<file path="src/rtl/noc_pkg.sv">
// Shared NoC router definitions: crossbar select codes, source indices and
// the round-robin successor helper.
package noc_pkg;

  localparam int unsigned SEL_W = 3;
  localparam int unsigned SRC_W = 2;

  typedef struct packed {
    logic ni_out;
    logic vc;
    logic up;
  } sel_t;

  localparam logic [SEL_W-1:0] SEL_IDLE     = 3'b000;
  localparam logic [SEL_W-1:0] SEL_NI_DOWN  = 3'b010;
  localparam logic [SEL_W-1:0] SEL_VC1_DOWN = 3'b011;
  localparam logic [SEL_W-1:0] SEL_VC0_NI   = 3'b100;

  localparam logic [SRC_W-1:0] SRC_NI  = 2'd0;
  localparam logic [SRC_W-1:0] SRC_VC1 = 2'd1;
  localparam logic [SRC_W-1:0] SRC_VC0 = 2'd2;

  // Next source in the 0 -> 1 -> 2 -> 0 scan order; the unused code 3 maps to 0.
  function automatic logic [SRC_W-1:0] next_src(input logic [SRC_W-1:0] s);
    logic [SRC_W-1:0] n;
    case (s)
      SRC_NI:  n = SRC_VC1;
      SRC_VC1: n = SRC_VC0;
      default: n = SRC_NI;
    endcase
    return n;
  endfunction

endpackage

</file>
<file path="src/rtl/rr_arb3.sv">
// Three-way round-robin pick: scans from ptr_i and returns a one-hot
// winner among the eligible sources.
module rr_arb3
  import noc_pkg::*;
(
  input  logic [2:0]       elig_i,
  input  logic [SRC_W-1:0] ptr_i,
  output logic [2:0]       gnt_o
);

  logic [SRC_W-1:0] idx;

  always_comb begin
    gnt_o = '0;
    idx   = (ptr_i == 2'd3) ? SRC_NI : ptr_i;
    for (int k = 0; k < 3; k++) begin
      if (gnt_o == 3'b000 && elig_i[idx]) begin
        gnt_o[idx] = 1'b1;
      end
      idx = next_src(idx);
    end
  end

endmodule

</file>
<file path="src/rtl/switch_alloc.sv">
// Per-port switch allocator: round-robin choice among NI injection, VC1
// forwarding and VC0 ejection with wormhole locking and down-link credits.
module switch_alloc
  import noc_pkg::*;
#(
  parameter int unsigned CREDITS = 4
) (
  input  logic clk,
  input  logic rst,
  input  logic ni_req,
  input  logic ni_tail,
  input  logic vc1_req,
  input  logic vc1_tail,
  input  logic vc0_req,
  input  logic ni_ready,
  input  logic credit_in,
  output logic sel_NI_out,
  output logic sel_vc,
  output logic sel_up,
  output logic gnt_ni,
  output logic gnt_vc1,
  output logic gnt_vc0,
  output logic credit_ovf
);

  localparam int unsigned CW = $clog2(CREDITS + 1);

  logic [SRC_W-1:0] rr_ptr_q, rr_ptr_d;
  logic             lock_v_q, lock_v_d;
  logic             lock_own_q, lock_own_d;
  logic [CW-1:0]    cred_q, cred_d;
  logic             ovf_q, ovf_d;

  logic [2:0]       elig;
  logic [2:0]       win;
  logic [SRC_W-1:0] win_idx;
  logic             cred_ok;
  logic             cred_full;
  logic             down_gnt;
  logic             down_tail;
  sel_t             sel;

  assign cred_ok   = (cred_q != '0);
  assign cred_full = (cred_q == CW'(CREDITS));

  // A locked down link admits only its owner; ejection ignores the lock.
  assign elig[SRC_NI]  = ni_req  & cred_ok & (~lock_v_q | ~lock_own_q);
  assign elig[SRC_VC1] = vc1_req & cred_ok & (~lock_v_q |  lock_own_q);
  assign elig[SRC_VC0] = vc0_req & ni_ready;

  rr_arb3 u_arb (
    .elig_i (elig),
    .ptr_i  (rr_ptr_q),
    .gnt_o  (win)
  );

  assign down_gnt  = win[SRC_NI] | win[SRC_VC1];
  assign down_tail = win[SRC_NI] ? ni_tail : vc1_tail;
  assign win_idx   = win[SRC_VC1] ? SRC_VC1 : (win[SRC_VC0] ? SRC_VC0 : SRC_NI);

  always_ff @(posedge clk or posedge rst) begin
    if (rst) begin
      rr_ptr_q   <= SRC_NI;
      lock_v_q   <= 1'b0;
      lock_own_q <= 1'b0;
      cred_q     <= CW'(CREDITS);
      ovf_q      <= 1'b0;
    end else begin
      rr_ptr_q   <= rr_ptr_d;
      lock_v_q   <= lock_v_d;
      lock_own_q <= lock_own_d;
      cred_q     <= cred_d;
      ovf_q      <= ovf_d;
    end
  end

  always_comb begin
    rr_ptr_d   = rr_ptr_q;
    lock_v_d   = lock_v_q;
    lock_own_d = lock_own_q;
    cred_d     = cred_q;
    ovf_d      = ovf_q;

    if (win != 3'b000) begin
      rr_ptr_d = next_src(win_idx);
    end

    if (down_gnt) begin
      if (down_tail) begin
        lock_v_d = 1'b0;
      end else begin
        lock_v_d   = 1'b1;
        lock_own_d = win[SRC_VC1];
      end
    end

    // A grant and a returned credit in the same cycle cancel out.
    case ({down_gnt, credit_in})
      2'b10: cred_d = cred_q - CW'(1);
      2'b01: begin
        if (cred_full) begin
          ovf_d = 1'b1;
        end else begin
          cred_d = cred_q + CW'(1);
        end
      end
      default: cred_d = cred_q;
    endcase
  end

  always_comb begin
    sel     = sel_t'(SEL_IDLE);
    gnt_ni  = 1'b0;
    gnt_vc1 = 1'b0;
    gnt_vc0 = 1'b0;
    if (!rst) begin
      gnt_ni  = win[SRC_NI];
      gnt_vc1 = win[SRC_VC1];
      gnt_vc0 = win[SRC_VC0];
      if (win[SRC_NI]) begin
        sel = sel_t'(SEL_NI_DOWN);
      end else if (win[SRC_VC1]) begin
        sel = sel_t'(SEL_VC1_DOWN);
      end else if (win[SRC_VC0]) begin
        sel = sel_t'(SEL_VC0_NI);
      end
    end
  end

  assign sel_NI_out = sel.ni_out;
  assign sel_vc     = sel.vc;
  assign sel_up     = sel.up;
  assign credit_ovf = ovf_q;

endmodule

</file>
<file path="config.mk">
export PLATFORM = sky130hd
export DESIGN_NAME = switch_alloc
export DESIGN_NICKNAME = d
export VERILOG_FILES = /design/src/rtl/noc_pkg.sv /design/src/rtl/rr_arb3.sv /design/src/rtl/switch_alloc.sv
export SDC_FILE = /design/constraint.sdc
export NUM_CORES = 1
export LEC_CHECK = 0
export CAP_MARGIN = 20
export CORE_UTILIZATION = 53
export CTS_BUF_LIST = sky130_fd_sc_hd__clkbuf_4 sky130_fd_sc_hd__clkbuf_8
export DETAILED_ROUTE_END_ITERATION = 10
export MAX_ROUTING_LAYER = met4
export PLACE_DENSITY_LB_ADDON = 0.3
export SETUP_SLACK_MARGIN = 0.05
export SKIP_CTS_REPAIR_TIMING = 1
export SLEW_MARGIN = 20
export SYNTH_ARGS = -nofsm -noshare
export SYNTH_HDL_FRONTEND = slang
export SYNTH_SLANG_ARGS = --single-unit
</file>
<file path="constraint.sdc">
create_clock -name clk -period 3.35 [get_ports clk]
set_input_delay 0.8375 -clock clk [delete_from_list [all_inputs] [get_ports clk]]
set_output_delay 0.8375 -clock clk [all_outputs]
set_load 0.02 [all_outputs]
</file>
### After elaboration in Yosys (flattened, before gate mapping)

Cells that the tools add are included.

| operators by class | value |
|---|---|
| add/subtract/negate cells | 2 |
| magnitude comparators | 6 |
| eq/ne operators | 8 |
| mux-type cells | 32 |
| bitwise operators | 13 |
| reduce and logical (&&, ||, !) cells | 16 |

Operator list:

| cell | count |
|---|---|
| two-way mux 3 bit | 8 |
| one-hot mux 2 bit (2 select lines) | 3 |
| two-way mux 1 bit | 11 |
| < comparator 2 x 3 -> 1 bit (second input constant) | 3 |
| == test 2 x 1 -> 1 bit (second input constant) | 4 |
| binary-select mux 1 bit (select 2 bit) | 3 |
| demux 1 bit (select 2 bit) | 3 |
| >= comparator 2 x 1 -> 1 bit (second input constant) | 3 |
| zero test 2 bit | 3 |
| zero test 3 bit | 2 |
| two-way mux 2 bit | 3 |
| OR 3 bit | 2 |
| one-hot mux 3 bit (2 select lines) | 1 |
| AND reduction 2 bit | 3 |
| nonzero test 3 bit | 2 |
| bitwise AND 1 bit | 5 |
| logical AND 1 bit | 5 |
| == test 2 bit (second input constant) | 2 |
| adder 3 x 1 -> 3 bit (second input constant) | 1 |
| == test 3 bit (second input constant) | 1 |
| inverter 1 bit | 3 |
| OR 1 bit | 3 |
| subtractor 3 x 1 -> 3 bit (second input constant) | 1 |
| != test 2 bit (second input constant) | 1 |
| nonzero test 2 bit | 1 |

| word-level totals | value |
|---|---|
| register bits after elaboration | 8 |
| input bits | 9 |

### Depth between registers and ports, before layout

Gate-level depths: netlist (run 1).

| depth | value |
|---|---|
| depth in word-level cells | 17 |
| mapped depth | 14 |

### Hierarchy

Synthesis (run 1) repeated with hierarchy kept, for this count alone.

| unflattened totals | value |
|---|---|
| cell total of the unflattened synthesis | 90 |
| area, all modules | 774.5 µm² |

By module, submodules not included:

| module | times used | cells each | area each (µm²) | sequential area each (µm²) |
|---|---|---|---|---|
| switch_alloc | 1 | 57 | 516.7 | 201.4 |
| rr_arb3 | 1 | 33 | 257.7 | 0.0 |

### Least setup slack after synthesis (run 1)

Ideal clock, no wire load.

| timing | value |
|---|---|
| path type | input port to output port |
| from | input ni_req |
| to | output sel_NI_out |
| data arrival time | 2.331 ns |
| data required time | 2.513 ns |
| setup slack | 0.182 ns |
| cell stages on the path | 6 |
| path buffers | 0 |
| path through | a21bo_2 -> or3_4 -> nand4_2 -> o221a_4 -> nand3_2 -> nor3_1 |

| on the way | value |
|---|---|
| word-level cells in the longest chain between the ends | 15 |
| elaborated cells on any way between the ends | 21 |
| those cells by class | 13 x mux; 4 x bitwise; 4 x reduce/logical |

Ends and longest elaborated chain:

| item | RTL line | text |
|---|---|---|
| start: declaration | switch_alloc.sv:10 | `input logic ni_req,` |
| bitwise AND 1 bit (*) (2 in a row) | switch_alloc.sv:47 | `assign elig[SRC_NI] = ni_req & cred_ok & (~lock_v_q \| ~lock_own_q);` |
| binary-select mux 1 bit (select 2 bit) | rr_arb3.sv:17 | `if (gnt_o == 3'b000 && elig_i[idx]) begin` |
| two-way mux 1 bit (not written as such) | rr_arb3.sv:17 |  |
| two-way mux 3 bit | rr_arb3.sv:17 |  |
| zero test 3 bit | rr_arb3.sv:17 |  |
| logical AND 1 bit | rr_arb3.sv:17 |  |
| two-way mux 3 bit | rr_arb3.sv:17 |  |
| zero test 3 bit | rr_arb3.sv:17 |  |
| logical AND 1 bit | rr_arb3.sv:17 |  |
| two-way mux 3 bit (*) | rr_arb3.sv:17 |  |
| two-way mux 3 bit | switch_alloc.sv:124 | `end else if (win[SRC_VC0]) begin` |
| two-way mux 3 bit | switch_alloc.sv:122 | `end else if (win[SRC_VC1]) begin` |
| two-way mux 3 bit (*) | switch_alloc.sv:120 | `if (win[SRC_NI]) begin` |
| two-way mux 3 bit (*) | switch_alloc.sv:116 | `if (!rst) begin` |
| end: declaration | switch_alloc.sv:17 | `output logic sel_NI_out,` |

Mark *: on every way between the ends. The rest lies on a longest branch, timed or not. The select of a mux whose other input is x is not followed.

### Final worst setup path (run 1)

| timing | value |
|---|---|
| from | input ni_req |
| to | register cred_q[2] |

| on the way | value |
|---|---|
| word-level cells in the longest chain between the ends | 15 |
| elaborated cells on any way between the ends | 24 |
| those cells by class | 3 x eq/ne; 10 x mux; 5 x bitwise; 6 x reduce/logical |

Ends and longest elaborated chain:

| item | RTL line | text |
|---|---|---|
| bitwise AND 1 bit (*) (2 in a row) | switch_alloc.sv:47 |  |
| binary-select mux 1 bit (select 2 bit) | rr_arb3.sv:17 |  |
| two-way mux 1 bit (not written as such) | rr_arb3.sv:17 |  |
| two-way mux 3 bit | rr_arb3.sv:17 |  |
| zero test 3 bit | rr_arb3.sv:17 |  |
| logical AND 1 bit | rr_arb3.sv:17 |  |
| two-way mux 3 bit | rr_arb3.sv:17 |  |
| zero test 3 bit | rr_arb3.sv:17 |  |
| logical AND 1 bit | rr_arb3.sv:17 |  |
| two-way mux 3 bit (*) | rr_arb3.sv:17 |  |
| OR 1 bit (*) | switch_alloc.sv:57 | `assign down_gnt = win[SRC_NI] \| win[SRC_VC1];` |
| == test 2 x 1 -> 1 bit / == test 2 bit (equally long branches) | switch_alloc.sv:98 | `case ({down_gnt, credit_in})` |
| != test 2 bit (no source line) / nonzero test 2 bit (equally long branches) | - |  |
| AND reduction 2 bit (no source line) | - |  |
| end signal: assignment | switch_alloc.sv:66 | `cred_q <= CW'(CREDITS);` |
| end signal: assignment | switch_alloc.sv:72 | `cred_q <= cred_d;` |
| end: declaration | switch_alloc.sv:31 | `logic [CW-1:0] cred_q, cred_d;` |

Marks and branches as above.
A chain may end at the register's enable or synchronous reset.

==> metrics, run 1 <==
sequential fraction of the synthesis area 23.9%; WHS Endpoint credit_ovf; clk buf depth 2; fin crit period 3.31 ns; die height 41.9 um; kind of critical path in -> reg; hold path depth 1; Clk Tree Root Cell clkbuf_4; Req. time, crit path 3.52 ns; ys async rst share 100%; synth warn 0; worst hold margin 0.517 ns; critical path startpoint category input pin; Post-Syn Nets 111; Rel. slew slack 74.9%; Hold Crit Class reg -> reg; TritonRoute pass-1 iters 4; EDFF count, synth 0; Die X 41.9 um; CTS buffer count 3; routability cong. 1.02; Leak 0.634 nW; Sink Count 8; max-cap violation count 0; main combinational cell family by area after synthesis compound AO/OA/AOI/OAI gates; Synth Area in XOR/XNOR 0%; I/O Pins 16; post-synthesis cell count 97; worst skew pair latency 0.26 ns; Yosys reg bits 8; CP Max Fanout 7; Critical R2R Capture cred_q[2]; initial drt markers 77; Worst R2R Setup Slack 0.11 ns; Compound-Gate Fraction of Synth Area 30.7%; DR vias 979; post-synthesis mux area share 5.34%; Synth Flop Type dfrtp_1; gr ovfl total 0; GRT Util Overall 29.5%; Row Count 14; largest net degree at the start of global routing 9; VDD IR max 0.000980 V; Slew Viols, Final 0; Worst Tran Pin Value 0.374 ns; Adder-Cell Fraction of Synth Area 8.31%; initial core utilization 56.6%; core area 0.00149 mm2; Setup Skew 0.00339 ns; fmax 302 MHz; TritonCTS clock tree built; Power Dens Cells 1320 mW/mm2; Fin. Hold Viols 0; share of layout cells above drive strength 1 44.2%; Synth Area per Inst 8.69 um2; Detailed Route WL 2830 um; vias in the first global route 923; I/O Buffers 15; initial antenna violation count 0; Die ar. 0.00175 mm2; dpl cells 148; RR Startpoint rr_ptr_q[0]; setup violators final 0; Final ANT Viol Nets 0; Reg clk slew, reported paths 0.07 ns; worst endpoint data arrival time 3.48 ns; Yosys cell types 46; Tcrit/Tclk final 98.9%; worst r2r path cells 15; Simple-Gate Fraction of Synth Area 26.0%; Final nets 153; first-pass GRT wire length 3880 um; DR DRC count 0; crit end category flop; HP Start credit_ovf; Antenna Cells 0; area of the mapped netlist 843 um2; Cell Count, Final, Fillers Out 154; WL/cell 18.4 um; most frequent cells in the layout buf_4 (25), inv_1 (9), nor2_1 (7), dfrtp_1 (7); CTS H-tree lvls 1; Vias/cell 6.36; most common cell after layout, fill and taps aside buf_4; Layout Area Growth over Synthesis 52.2%; status completed; post-DP HPWL 1760 um
==> synth_stat cells, types with 2 or more instances <==
cell type	count	area, um2
nand3_1	3	15.0
a31oi_1	4	25.0
a221o_1	2	20.0
nand2_1	6	22.5
or2b_1	2	15.0
nor2b_1	4	25.0
a22oi_1	2	15.0
nor2_1	9	33.8
ha_1	4	50.1
dfrtp_1	7	175
inv_1	9	33.8
o21ai_0	3	15.0
nor3_1	2	10.0
mux2i_1	3	30.0
a21oi_1	4	20.0
or3_1	2	12.5
o21ai_1	2	10.0
==> routing by layer <==
layer | wire length (um) | track usage (%)
met1 | 1160 | 35.1
met5 | 0 | -
met4 | 82 | 12.3
met3 | 207 | 4.78
met2 | 1380 | 49.4
==> layout make-up <==
type | count | area (um2)
Clock buffer | 4 | 30.0
Fill cell | 75 | 205
Inverter | 9 | 33.8
Multi-Input combinational cell | 78 | 672
Sequential cell | 8 | 201
Tap cell | 16 | 20.0
Timing Repair Buffer | 39 | 327
==> per-stage QoR <==
step | cell area [um2] | utilization (%) | TNS, ns | setup slack [ns] | power [mW]
6_report | 1280 | 86.2 | 0 | 0.0361 | 1.70
5_1_grt | 1280 | 86.2 | -0.0228 | -0.0228 | 1.79
4_1_cts | 1190 | 80.2 | -3.74 | -0.662 | 1.52
3_5_place_dp | 1160 | 78.2 | -4.09 | -0.643 | 1.40
3_3_place_gp | 1160 | 78.2 | -3.92 | -0.596 | 1.36
2_1_floorplan | 843 | - | 0 | 0.182 | 0.949
==> kinds of logic (layout without fill, tap and decap cells) <==
kind of cell,count (synthesis),after routing
AOI/OAI and AO/OA,32,32
buffers and inverters,11,52
adders and majority gates,5,5
muxes,4,4
DFF,8,8
and+or+nand+nor,37,37
==> worst max-delay path, cell delays in order <==
cell            delay, ns
dlymetal6s2s_1       0.08
a21bo_4              0.23
buf_4                0.14
o211ai_1             0.21
a21boi_2             0.10
buf_4                0.16
a21oi_4              0.14
buf_4                0.14
buf_4                0.15
and4_4               0.24
inv_1                0.05
fa_2                 0.35
nor2b_1              0.17
a22o_1               0.26
a21oi_1              0.23
==> worst max-delay path by stage <==
stage | slack [ns] | endpoint | start | cells after the start
global route | -0.02 | cred_q[2] | ni_req | 15
global placement | -0.60 | gnt_ni | ni_req | 8
CTS | -0.66 | gnt_ni | ni_req | 8
finish | 0.04 | cred_q[2] | ni_req | 15
floorplan | 0.18 | sel_NI_out | ni_req | 6
detailed placement | -0.64 | gnt_ni | ni_req | 8
==> state kept, by name (all words and copies together) (netlist names) <==
| name | count |
|---|---|
| lock_v_q | 1 |
| rr_ptr_q | 2 |
| cred_q | 3 |
| lock_own_q | 1 |
| credit_ovf | 1 |
==> report_power, final <==
part	total (mW)	switching [mW]	leakage, nW	internal (mW)
registers	0.209	0.0522	0.0930	0.156
logic	1.39	0.728	0.522	0.666
clock network	0.0939	0.0399	0.0184	0.0540
Note: power is estimated with default switching activity, not from simulation.
==> inputs of run 2 (changes only) <==
--- a/config.mk
+++ b/config.mk
@@ -6,11 +6,11 @@
 export NUM_CORES = 1
 export LEC_CHECK = 0
 export CAP_MARGIN = 20
-export CORE_UTILIZATION = 53
+export CORE_UTILIZATION = 48
 export CTS_BUF_LIST = sky130_fd_sc_hd__clkbuf_4 sky130_fd_sc_hd__clkbuf_8
 export DETAILED_ROUTE_END_ITERATION = 10
 export MAX_ROUTING_LAYER = met4
-export PLACE_DENSITY_LB_ADDON = 0.3
+export PLACE_DENSITY = 0.89
 export SETUP_SLACK_MARGIN = 0.05
 export SKIP_CTS_REPAIR_TIMING = 1
 export SLEW_MARGIN = 20
==> constraint.sdc (replaced) <==
create_clock -name clk -period 2.98 [get_ports clk]
set_input_delay 0.447 -clock clk [delete_from_list [all_inputs] [get_ports clk]]
set_output_delay 0.447 -clock clk [all_outputs]
set_load 0.02 [all_outputs]
==> run 2 against run 1 <==
Compared with the run above:
- register-to-register slack worse by 0.19 ns
- the flow now finishes with violations (setup timing)
- highest routed layer unchanged
- global-route usage is 4.5 points higher
- setup slack worse by 0.12 ns
- sequential cell count stayed put
- via count is 15% higher
- clock skew is 0.0025 ns higher
- critical endpoint unchanged
- cell area is 6.4% higher
- core utilization is 0.45 points higher
==> metrics, run 2 (synthesis gave the netlist of run 1 again) <==
worst endpoint data arrival time 3.25 ns (-0.23 ns); GRT Util Overall 34.0% (+4.5 points); top flop regs cred_q x3, rr_ptr_q x2; cell mode on critical path buf_6; die height 43.9 um (+4.8%); Rel. slew slack 73.3% (-1.6 points); Row Count 14 (unchanged); Antenna Cells 0 (unchanged); max-cap violation count 0 (unchanged); DR vias 1,127 (+15%); CTS buffer count 3 (unchanged); most common cell after layout, fill and taps aside buf_4; Buffers & Inverters on Critical Path 4 (-2); Reg clk slew, reported paths 0.06 ns (about the same); fin crit period 3.06 ns; worst skew pair latency 0.27 ns (about the same); gr ovfl total 0 (unchanged); I/O Pins 16 (unchanged); Fin. Hold Viols 0 (unchanged); fmax 326 MHz; share of layout cells above drive strength 1 47.9% (+3.7 points); final instance area 0.00137 mm2 (+6.4%); core area 0.00158 mm2 (+5.9%); CP top delay family compound AO/OA/AOI/OAI gates; TritonRoute pass-1 iters 4 (unchanged); WHS Endpoint credit_ovf; Sink Count 8 (unchanged); worst r2r path cells 12 (-3); Largest Register cred_q; Worst Tran Pin Value 0.399 ns (+0.0243 ns); I/O Buffers 15 (unchanged); initial antenna violation count 0 (unchanged); most frequent cells in the layout buf_4 (32), inv_1 (8), clkdlybuf4s50_1 (8); crit end category flop; CP Max Fanout 4 (-3); Setup Skew 0.00593 ns (+0.00254 ns); largest net degree at the start of global routing 9 (unchanged); DP Area 0.00119 mm2 (+1.9%); critical path startpoint category flop; Hold Crit Class reg -> reg; WL/cell 23.4 um (+27%); Die ar. 0.00193 mm2 (+9.9%); HP Start credit_ovf; initial drt markers 82 (+6.5%); setup violators final 4 (+4); TritonCTS clock tree built; Worst R2R Setup Slack -0.08 ns (-0.19 ns); Die X 43.9 um (+4.8%); kind of critical path reg -> reg; unrepaired setup endpoints after global routing yes; Clk Tree Root Cell clkbuf_4; Detailed Route WL 3790 um (+34%); RR Startpoint cred_q[1]; Final ANT Viol Nets 0 (unchanged); CP max stage delay 0.42 ns (+0.07 ns); status complete, but fails checks; hold path depth 1 (unchanged); routability cong. 1.01 (-1.3%); setup ws final -0.0841 ns (-0.120 ns); Vias/cell 6.96 (+9.4%); Final nets 161 (+5.2%); Critical R2R Capture cred_q[2]; DR DRC count 0 (unchanged); Req. time, crit path 3.17 ns (-0.35 ns); Worst path slowest cell or3_4; vias in the first global route 1,028 (+11%); failing checks setup timing; Layout Area Growth over Synthesis 62.0%; Tcrit/Tclk final 103%; CP Cell Sequence or3_4 > and3_4 > a221o_1 > buf_6 > o2111ai_4 > buf_6 > and4_4 > inv_4 > fa_2 > buf_4 > a221oi_2 > a21oi_2; Slew Viols, Final 0 (unchanged); first-pass GRT wire length 4530 um (+17%); clk buf depth 2 (unchanged); max reg flops 3 (unchanged); CTS H-tree lvls 1 (unchanged); initial core utilization 53.5% (-3.1 points); post-DP HPWL 1980 um (+13%)
-- run 2: cell types whose count changed in the layout (fill, tap and decap cells not counted), moves of 2 or more --
cell             delta
a31oi_2             -2
clkdlybuf4s50_1     +3
o21ai_1             +2
buf_4               +7
nor2_1              -2
a31oi_1             +2
dlymetal6s2s_1      -2
-- run 2: worst register-to-register path, stage by stage (launching register included) --
cell	delay, ns
dfrtp_1	0.41
or3_4	0.42
and3_4	0.19
a221o_1	0.39
buf_6	0.14
o2111ai_4	0.09
buf_6	0.13
and4_4	0.23
inv_4	0.04
fa_2	0.40
buf_4	0.16
a221oi_2	0.31
a21oi_2	0.07
-- run 2: area by class of cell --
type                    count  area [um2]
clock buffers               4        30.0
flip-flops and latches      8         201
fillers                    83         210
repair buffers             47         390
multi-input cells          78         688
inverters                   9        36.3
well taps                  16        20.0
-- run 2: worst max-delay path by stage --
stage / start / end / slack, ns / cells past startpoint
2_1_floorplan: cred_q[0] / cred_q[2] / 0.18 / 11
5_1_grt: cred_q[1] / cred_q[2] / -0.14 / 12
3_5_place_dp: ni_req / gnt_ni / -0.32 / 8
3_3_place_gp: ni_req / gnt_ni / -0.23 / 8
4_1_cts: rr_ptr_q[0] / gnt_ni / -0.43 / 10
6_report: cred_q[1] / cred_q[2] / -0.08 / 12
-- run 2: through the flow --
step / setup slack [ns] / util, % / instances / setup TNS, ns / hold slack (ns)
2_1_floorplan: 0.176 / - / 97 / 0 / 0.262
3_3_place_gp: -0.233 / 75.2 / 151 / -1.11 / 0.453
3_5_place_dp: -0.317 / 75.2 / 151 / -1.67 / 0.490
4_1_cts: -0.432 / 77.1 / 155 / -2.23 / 0.501
5_1_grt: -0.137 / 86.7 / 162 / -0.428 / 0.565
6_report: -0.0841 / 86.7 / 162 / -0.170 / 0.534
-- run 2: per-layer routing --
| metal | vias to the layer above | GRT usage, % | routed length [um] |
|---|---|---|---|
| met5 | - | - | 0 |
| met4 | 0 | 24.2 | 133 |
| met3 | 19 | 6.25 | 486 |
| met2 | 120 | 55.2 | 1770 |
| met1 | 527 | 37.0 | 1400 |
| li1 | 461 | - | - |
Power of run 2 is not shown: default switching activity piles up to over one toggle a cycle in this logic, so the estimate is an artifact.
